==> config.mk <==
export PLATFORM = sky130hd
export DESIGN_NAME = mips_multicycle_ctrl
export DESIGN_NICKNAME = d
export VERILOG_FILES = /design/src/rtl/mips_multicycle_ctrl_pkg.sv /design/src/rtl/mips_multicycle_ctrl_alu_decoder.sv /design/src/rtl/mips_multicycle_ctrl.sv
export SDC_FILE = /design/constraint.sdc
export NUM_CORES = 1
export LEC_CHECK = 0
export CAP_MARGIN = 5
export CORE_ASPECT_RATIO = 1.2
export CORE_UTILIZATION = 45
export DETAILED_ROUTE_END_ITERATION = 8
export PLACE_DENSITY = 0.83
export SLEW_MARGIN = 10
export SYNTH_ARGS = -nofsm -noshare
export SYNTH_HDL_FRONTEND = slang
export SYNTH_SLANG_ARGS = --single-unit
export TNS_END_PERCENT = 50
==> constraint.sdc <==
create_clock -name clk -period 2.61 [get_ports clk]
set_input_delay 0.522 -clock clk [delete_from_list [all_inputs] [get_ports clk]]
set_output_delay 0.522 -clock clk [all_outputs]
set_load 0.01 [all_outputs]
==> src/rtl/mips_multicycle_ctrl_pkg.sv <==
// Shared constants for the multicycle MIPS control unit: opcodes, functs, ALU codes, FSM states.
// Also holds the packed control-word type that the FSM decodes into.
package mips_multicycle_ctrl_pkg;

  localparam logic [5:0] OP_RTYPE = 6'h00;
  localparam logic [5:0] OP_J     = 6'h02;
  localparam logic [5:0] OP_BEQ   = 6'h04;
  localparam logic [5:0] OP_ADDI  = 6'h08;
  localparam logic [5:0] OP_LW    = 6'h23;
  localparam logic [5:0] OP_SW    = 6'h2B;

  localparam logic [5:0] FN_ADD = 6'h20;
  localparam logic [5:0] FN_SUB = 6'h22;
  localparam logic [5:0] FN_AND = 6'h24;
  localparam logic [5:0] FN_OR  = 6'h25;
  localparam logic [5:0] FN_SLT = 6'h2A;

  localparam logic [3:0] ALU_AND = 4'h0;
  localparam logic [3:0] ALU_OR  = 4'h1;
  localparam logic [3:0] ALU_ADD = 4'h2;
  localparam logic [3:0] ALU_SUB = 4'h6;
  localparam logic [3:0] ALU_SLT = 4'h7;

  localparam logic [3:0] S_FETCH  = 4'd0;
  localparam logic [3:0] S_DECODE = 4'd1;
  localparam logic [3:0] S_MEMADR = 4'd2;
  localparam logic [3:0] S_MEMRD  = 4'd3;
  localparam logic [3:0] S_MEMWB  = 4'd4;
  localparam logic [3:0] S_MEMWR  = 4'd5;
  localparam logic [3:0] S_EXEC   = 4'd6;
  localparam logic [3:0] S_ALUWB  = 4'd7;
  localparam logic [3:0] S_ADDIEX = 4'd8;
  localparam logic [3:0] S_ADDIWB = 4'd9;
  localparam logic [3:0] S_BRANCH = 4'd10;
  localparam logic [3:0] S_JUMP   = 4'd11;
  localparam logic [3:0] S_TRAP   = 4'd12;

  typedef struct packed {
    logic       pc_write;
    logic       pc_write_cond;
    logic       ir_write;
    logic       iord;
    logic       mem_read;
    logic       mem_write;
    logic       reg_write;
    logic       reg_dst;
    logic       mem_to_reg;
    logic       alu_src_a;
    logic [1:0] alu_src_b;
    logic [1:0] pc_src;
    logic [3:0] alu_op;
    logic       illegal;
  } ctrl_t;

endpackage

==> src/rtl/mips_multicycle_ctrl_alu_decoder.sv <==
// R-type funct to ALU opcode map with a validity flag for the EXEC state.
// Latency: combinational. Backpressure: none, pure decode.
// Flow: no handshake; output follows funct every cycle.
module mips_multicycle_ctrl_alu_decoder
  import mips_multicycle_ctrl_pkg::*;
(
  input  logic [5:0] funct,
  output logic [3:0] alu_op,
  output logic       funct_valid
);

  always_comb begin
    alu_op      = ALU_ADD;
    funct_valid = 1'b1;
    case (funct)
      FN_ADD:  alu_op = ALU_ADD;
      FN_SUB:  alu_op = ALU_SUB;
      FN_AND:  alu_op = ALU_AND;
      FN_OR:   alu_op = ALU_OR;
      FN_SLT:  alu_op = ALU_SLT;
      default: funct_valid = 1'b0;
    endcase
  end

endmodule

==> src/rtl/mips_multicycle_ctrl.sv <==
// Multicycle MIPS control FSM: sequences fetch/decode/execute/memory/writeback.
// Latency: 3-5 cycles per instruction plus memory wait cycles.
// Backpressure: FETCH, MEMRD and MEMWR hold their request until mem_ready_i.
module mips_multicycle_ctrl
  import mips_multicycle_ctrl_pkg::*;
#(
  parameter int ALU_OP_W     = 4,
  parameter bit MEM_WAIT_EN  = 1'b1,
  parameter bit ILLEGAL_TRAP = 1'b1
) (
  input  logic                clk,
  input  logic                rst,
  input  logic [5:0]          op_i,
  input  logic [5:0]          funct_i,
  input  logic                zero_i,
  input  logic                mem_ready_i,
  output logic                pc_write,
  output logic                pc_write_cond,
  output logic                ir_write,
  output logic                iord,
  output logic                mem_read,
  output logic                mem_write,
  output logic                reg_write,
  output logic                reg_dst,
  output logic                mem_to_reg,
  output logic                alu_src_a,
  output logic [1:0]          alu_src_b,
  output logic [1:0]          pc_src,
  output logic [ALU_OP_W-1:0] alu_op,
  output logic                illegal_o,
  output logic [3:0]          state_o
);

  logic [3:0] state;
  logic [3:0] state_nxt;
  logic [3:0] exec_alu_op;
  logic [3:0] alu_op_q;
  logic       funct_valid;
  logic       ready;
  ctrl_t      ctrl;
  ctrl_t      ctrl_o;

  assign ready = MEM_WAIT_EN ? mem_ready_i : 1'b1;

  mips_multicycle_ctrl_alu_decoder u_alu_decoder (
    .funct       (funct_i),
    .alu_op      (exec_alu_op),
    .funct_valid (funct_valid)
  );

  always_comb begin
    state_nxt = S_FETCH;
    case (state)
      S_FETCH:  state_nxt = ready ? S_DECODE : S_FETCH;
      S_DECODE: begin
        case (op_i)
          OP_LW, OP_SW: state_nxt = S_MEMADR;
          OP_RTYPE:     state_nxt = S_EXEC;
          OP_ADDI:      state_nxt = S_ADDIEX;
          OP_BEQ:       state_nxt = S_BRANCH;
          OP_J:         state_nxt = S_JUMP;
          default:      state_nxt = ILLEGAL_TRAP ? S_TRAP : S_FETCH;
        endcase
      end
      S_MEMADR: state_nxt = (op_i == OP_LW) ? S_MEMRD : S_MEMWR;
      S_MEMRD:  state_nxt = ready ? S_MEMWB : S_MEMRD;
      S_MEMWR:  state_nxt = ready ? S_FETCH : S_MEMWR;
      S_EXEC: begin
        if (funct_valid)
          state_nxt = S_ALUWB;
        else
          state_nxt = ILLEGAL_TRAP ? S_TRAP : S_FETCH;
      end
      S_ADDIEX: state_nxt = S_ADDIWB;
      // Writeback, branch, jump, trap and the unused encodings all return to FETCH.
      default:  state_nxt = S_FETCH;
    endcase
  end

  always_ff @(posedge clk) begin
    if (rst) begin
      state    <= S_FETCH;
      alu_op_q <= ALU_ADD;
    end else begin
      state <= state_nxt;
      if (state == S_EXEC)
        alu_op_q <= exec_alu_op;
    end
  end

  always_comb begin
    ctrl = '0;
    case (state)
      S_FETCH: begin
        ctrl.mem_read  = 1'b1;
        ctrl.alu_src_b = 2'd1;
        ctrl.alu_op    = ALU_ADD;
        ctrl.ir_write  = ready;
        ctrl.pc_write  = ready;
      end
      S_DECODE: begin
        ctrl.alu_src_b = 2'd3;
        ctrl.alu_op    = ALU_ADD;
      end
      S_MEMADR, S_ADDIEX: begin
        ctrl.alu_src_a = 1'b1;
        ctrl.alu_src_b = 2'd2;
        ctrl.alu_op    = ALU_ADD;
      end
      S_MEMRD: begin
        ctrl.mem_read = 1'b1;
        ctrl.iord     = 1'b1;
      end
      S_MEMWB: begin
        ctrl.reg_write  = 1'b1;
        ctrl.mem_to_reg = 1'b1;
      end
      S_MEMWR: begin
        ctrl.mem_write = 1'b1;
        ctrl.iord      = 1'b1;
      end
      S_EXEC: begin
        ctrl.alu_src_a = 1'b1;
        ctrl.alu_op    = exec_alu_op;
      end
      S_ALUWB: begin
        ctrl.reg_write = 1'b1;
        ctrl.reg_dst   = 1'b1;
        ctrl.alu_op    = alu_op_q;
      end
      S_ADDIWB: ctrl.reg_write = 1'b1;
      S_BRANCH: begin
        ctrl.alu_src_a     = 1'b1;
        ctrl.alu_op        = ALU_SUB;
        ctrl.pc_src        = 2'd1;
        ctrl.pc_write_cond = zero_i;
      end
      S_JUMP: begin
        ctrl.pc_write = 1'b1;
        ctrl.pc_src   = 2'd2;
      end
      S_TRAP:  ctrl.illegal = 1'b1;
      default: ctrl = '0;
    endcase
  end

  // Reset forces every output low, even before the state register settles.
  assign ctrl_o = rst ? '0 : ctrl;

  assign pc_write      = ctrl_o.pc_write;
  assign pc_write_cond = ctrl_o.pc_write_cond;
  assign ir_write      = ctrl_o.ir_write;
  assign iord          = ctrl_o.iord;
  assign mem_read      = ctrl_o.mem_read;
  assign mem_write     = ctrl_o.mem_write;
  assign reg_write     = ctrl_o.reg_write;
  assign reg_dst       = ctrl_o.reg_dst;
  assign mem_to_reg    = ctrl_o.mem_to_reg;
  assign alu_src_a     = ctrl_o.alu_src_a;
  assign alu_src_b     = ctrl_o.alu_src_b;
  assign pc_src        = ctrl_o.pc_src;
  assign alu_op        = ALU_OP_W'(ctrl_o.alu_op);
  assign illegal_o     = ctrl_o.illegal;
  assign state_o       = rst ? 4'd0 : state;

endmodule

==> key figures <==
Placed design
  • Final HPWL DP: between 2000 and 2500 um
  • IO buf count: 37
  • Pre-CTS setup slack: -344 ps
  • GPL Wtd Cong: 0.914

Global route
  • Largest net degree at the start of global routing: 20
  • Initial antenna violation count: 0
  • Number of global-route vias before repair: 1144
  • Gr usage total: 29.0%
  • Met1 GRT Util: 34.6%
  • First-pass GRT wire length: 5020 um
  • Met2 usage: 51.8%
  • GRT overflow: 0
  • Grt met3 use: 3.89%
  • Layer carrying the most global-route usage: met2

Synth
  • Post-Synthesis Cells: approximately 130
  • Post-Syn Area: 901 um^2
  • Syn nets: roughly 140
  • Synth Flop Type: dfxtp_1
  • Mean cell area of the mapped netlist: 7.15 um^2
  • Flops & latches, synth: 7
  • Yosys cell types: 52
  • Post-synth EDFFs: 0
  • Post-synthesis sequential area ratio: around 16%
  • Synth warn: 0
  • FFs w/ async S/R, synth: 0%

Layout
  • Util after Layout: a little under 80%
  • Final #Nets: 193
  • Most common cell after layout, fill and taps aside: clkdlybuf4s50_1
  • Antenna diodes: 0
  • Commonest cells after routing, fill and taps aside: 24 x clkdlybuf4s50_1, 20 x buf_4, 15 x nor2_1
  • Layout cell share with drive strength beyond 1: 26.7%
  • Layout fillers: roughly 140
  • Area Overhead vs Synth: 61.2%

Pwr
  • Peak supply drop: 0.661 mV
  • Leakage: 0.672 nW
  • Pwr Density: 560 nW/um^2

Worst setup path
  • R2R Setup Slk: approximately 1100 ps
  • WS Path Type: in -> out
  • Reg2reg end: alu_op_q[2]
  • Crit. End Element: primary output
  • R2R cell count: 4
  • Critical R2R Launch: state[1]
  • Worst Path Max Fanout: 3
  • Data required, critical path: 2090 ps
  • Worst EP arrival: 2150 ps
  • Crit path launch type: input pin

Die
  • Rows: 17
  • Top Ports: 39
  • Die width: approximately 43 um
  • Initial core utilization: around half
  • Die height: 51.0 um
  • Core area: between 1500 and 2000 um^2
  • Die area: 2190 um^2

STA
  • Slew margin rel.: 67.0%
  • Fmax: 375 MHz
  • Tightest Pin Transition: approximately 490 ps
  • Tmin final: ~2700 ps
  • Period Utilization, post-route: 102%
  • # setup viols final: 1
  • Hold Vio Cnt, Final: 0
  • Final number of max-transition violations: 0
  • Final Skew: 15.9 ps
  • Worst setup margin: -58.3 ps

Run status
  • Status: finished, violations left
  • Failing checks: setup timing

Clock network
  • Max Root-Sink Buffers: 2
  • TritonCTS clock tree: done
  • CTS sink count: 7
  • Clk slew on worst S/H paths: 60 ps
  • Root Buffer: clkbuf_4
  • Total CTS buffers: 3
  • Worst skew pair latency: 260 ps
  • # H-tree levels: 1

Detailed routing
  • DRT iter0 DRCs: 60
  • Routed vias: approximately 1300
  • WL final: 3220 um
  • 1st-pass router iterations: 4
  • Routed length per placed instance: 16.5 um
  • Post-route DRC: 0
  • Post-DRT Antenna Nets: 0
  • Number of vias per cell: 6.43

Hold path
  • Min-delay src: alu_op_q[2]
  • Hold path endpoint: alu_op_q[2]
  • Worst Hold Depth: 2
  • Type of the tightest min-delay check: reg -> reg

Flow run
  • # Max-Cap Violations: 0
==> worst max-delay path: stages <==
cell and delay (ps):
clkdlybuf4s50_1 490, nor4b_4 330, a21oi_1 140, o41ai_1 440, clkbuf_2 220
==> layout make-up <==
type | count | area, um^2 | share of cell area, %
timing repair buffer | 57 | 519 | 35.7
sequential | 7 | 144 | 9.91
clock buffer | 3 | 22.5 | 1.55
clock inverter | 1 | 5.00 | 0.345
multi-input combinational | 104 | 723 | 49.8
inverter | 4 | 15.0 | 1.03
tap | 19 | 23.8 | 1.64
==> stage by stage <==
step           area, um^2  instances  setup TNS, ps  power (W)  hold WS (ps)
5_1_grt              1450        195           -117   0.000863           564
4_1_cts              1420        194          -31.6   0.000785           510
2_1_floorplan         901        126              0   0.000472           460
6_report             1450        195          -58.3   0.000813           522
3_5_place_dp         1380        190          -1010   0.000681           497
3_3_place_gp         1380        190           -889   0.000667           485
==> synth_stat cells, drive strengths merged (2+ instances only) <==
cell    instances  area [um^2]
nor4b           3         45.0
nand2           8         30.0
buf             9         55.0
a21o            2         15.0
a31oi           2         12.5
nor4            4         31.3
o211ai          2         20.0
clkbuf          2         7.51
a211oi          2         15.0
mux2            2         22.5
o21ai           6         30.0
nand3           2         10.0
a22oi           2         15.0
a21oi           6         30.0
xnor2           2         17.5
nor2           16         60.1
nand4           3         18.8
nor2b           3         18.8
and2            2         12.5
inv             4         15.0
nand3b          2         15.0
dfxtp           7          140
nand2b          5         38.8
nor3            8         40.0
and3            3         18.8
==> registers in the layout, summed over array words and instances (netlist names) <==
register,cells
alu_op_q,3
state,4
==> cells by family (layout without fill, tap and decap cells) <==
group           Yosys count  count (layout)  share of synthesized area (%)
simple gates             65              65                           43.1
compound gates           33              33                           26.8
buf+inv                  15              65                           8.61
flops                     7               7                           15.6
mux                       3               3                           3.61
xor+xnor                  2               2                           1.94
other cells               1               1                          0.416
==> timing repair <==
item	4_1_cts	5_1_grt
setup buffers	0	1
setup endpoints to repair	6	13
pin swaps	1	3
hold buffers	0	0
endpoints found under the hold margin	0	0
resized for setup	13	19
==> worst max-delay path by stage <==
stage	from	endpoint	slack (ps)
after floorplan	funct_i[4]	alu_op[2]	600
final	funct_i[2]	alu_op[2]	-60
after global placement	funct_i[5]	alu_op[0]	-310
after detailed placement	funct_i[5]	alu_op[0]	-340
after global routing	funct_i[2]	alu_op[2]	-120
after CTS	rst	pc_write_cond	-20
==> routing by layer <==
| layer | wire, um | up-vias |
|---|---|---|
| met5 | 0 | - |
| met4 | 145 | 0 |
| met3 | 236 | 19 |
| met2 | 1670 | 80 |
| met1 | 1170 | 577 |
| li1 | - | 577 |
==> where the power goes <==
part / total (W) / internal [W] / switching [W]
combinational: 0.000543 / 0.000254 / 0.000289
sequential: 0.000163 / 0.000127 / 0.0000361
clock: 0.000107 / 0.0000564 / 0.0000510
(Power assumes the default switching activity.)
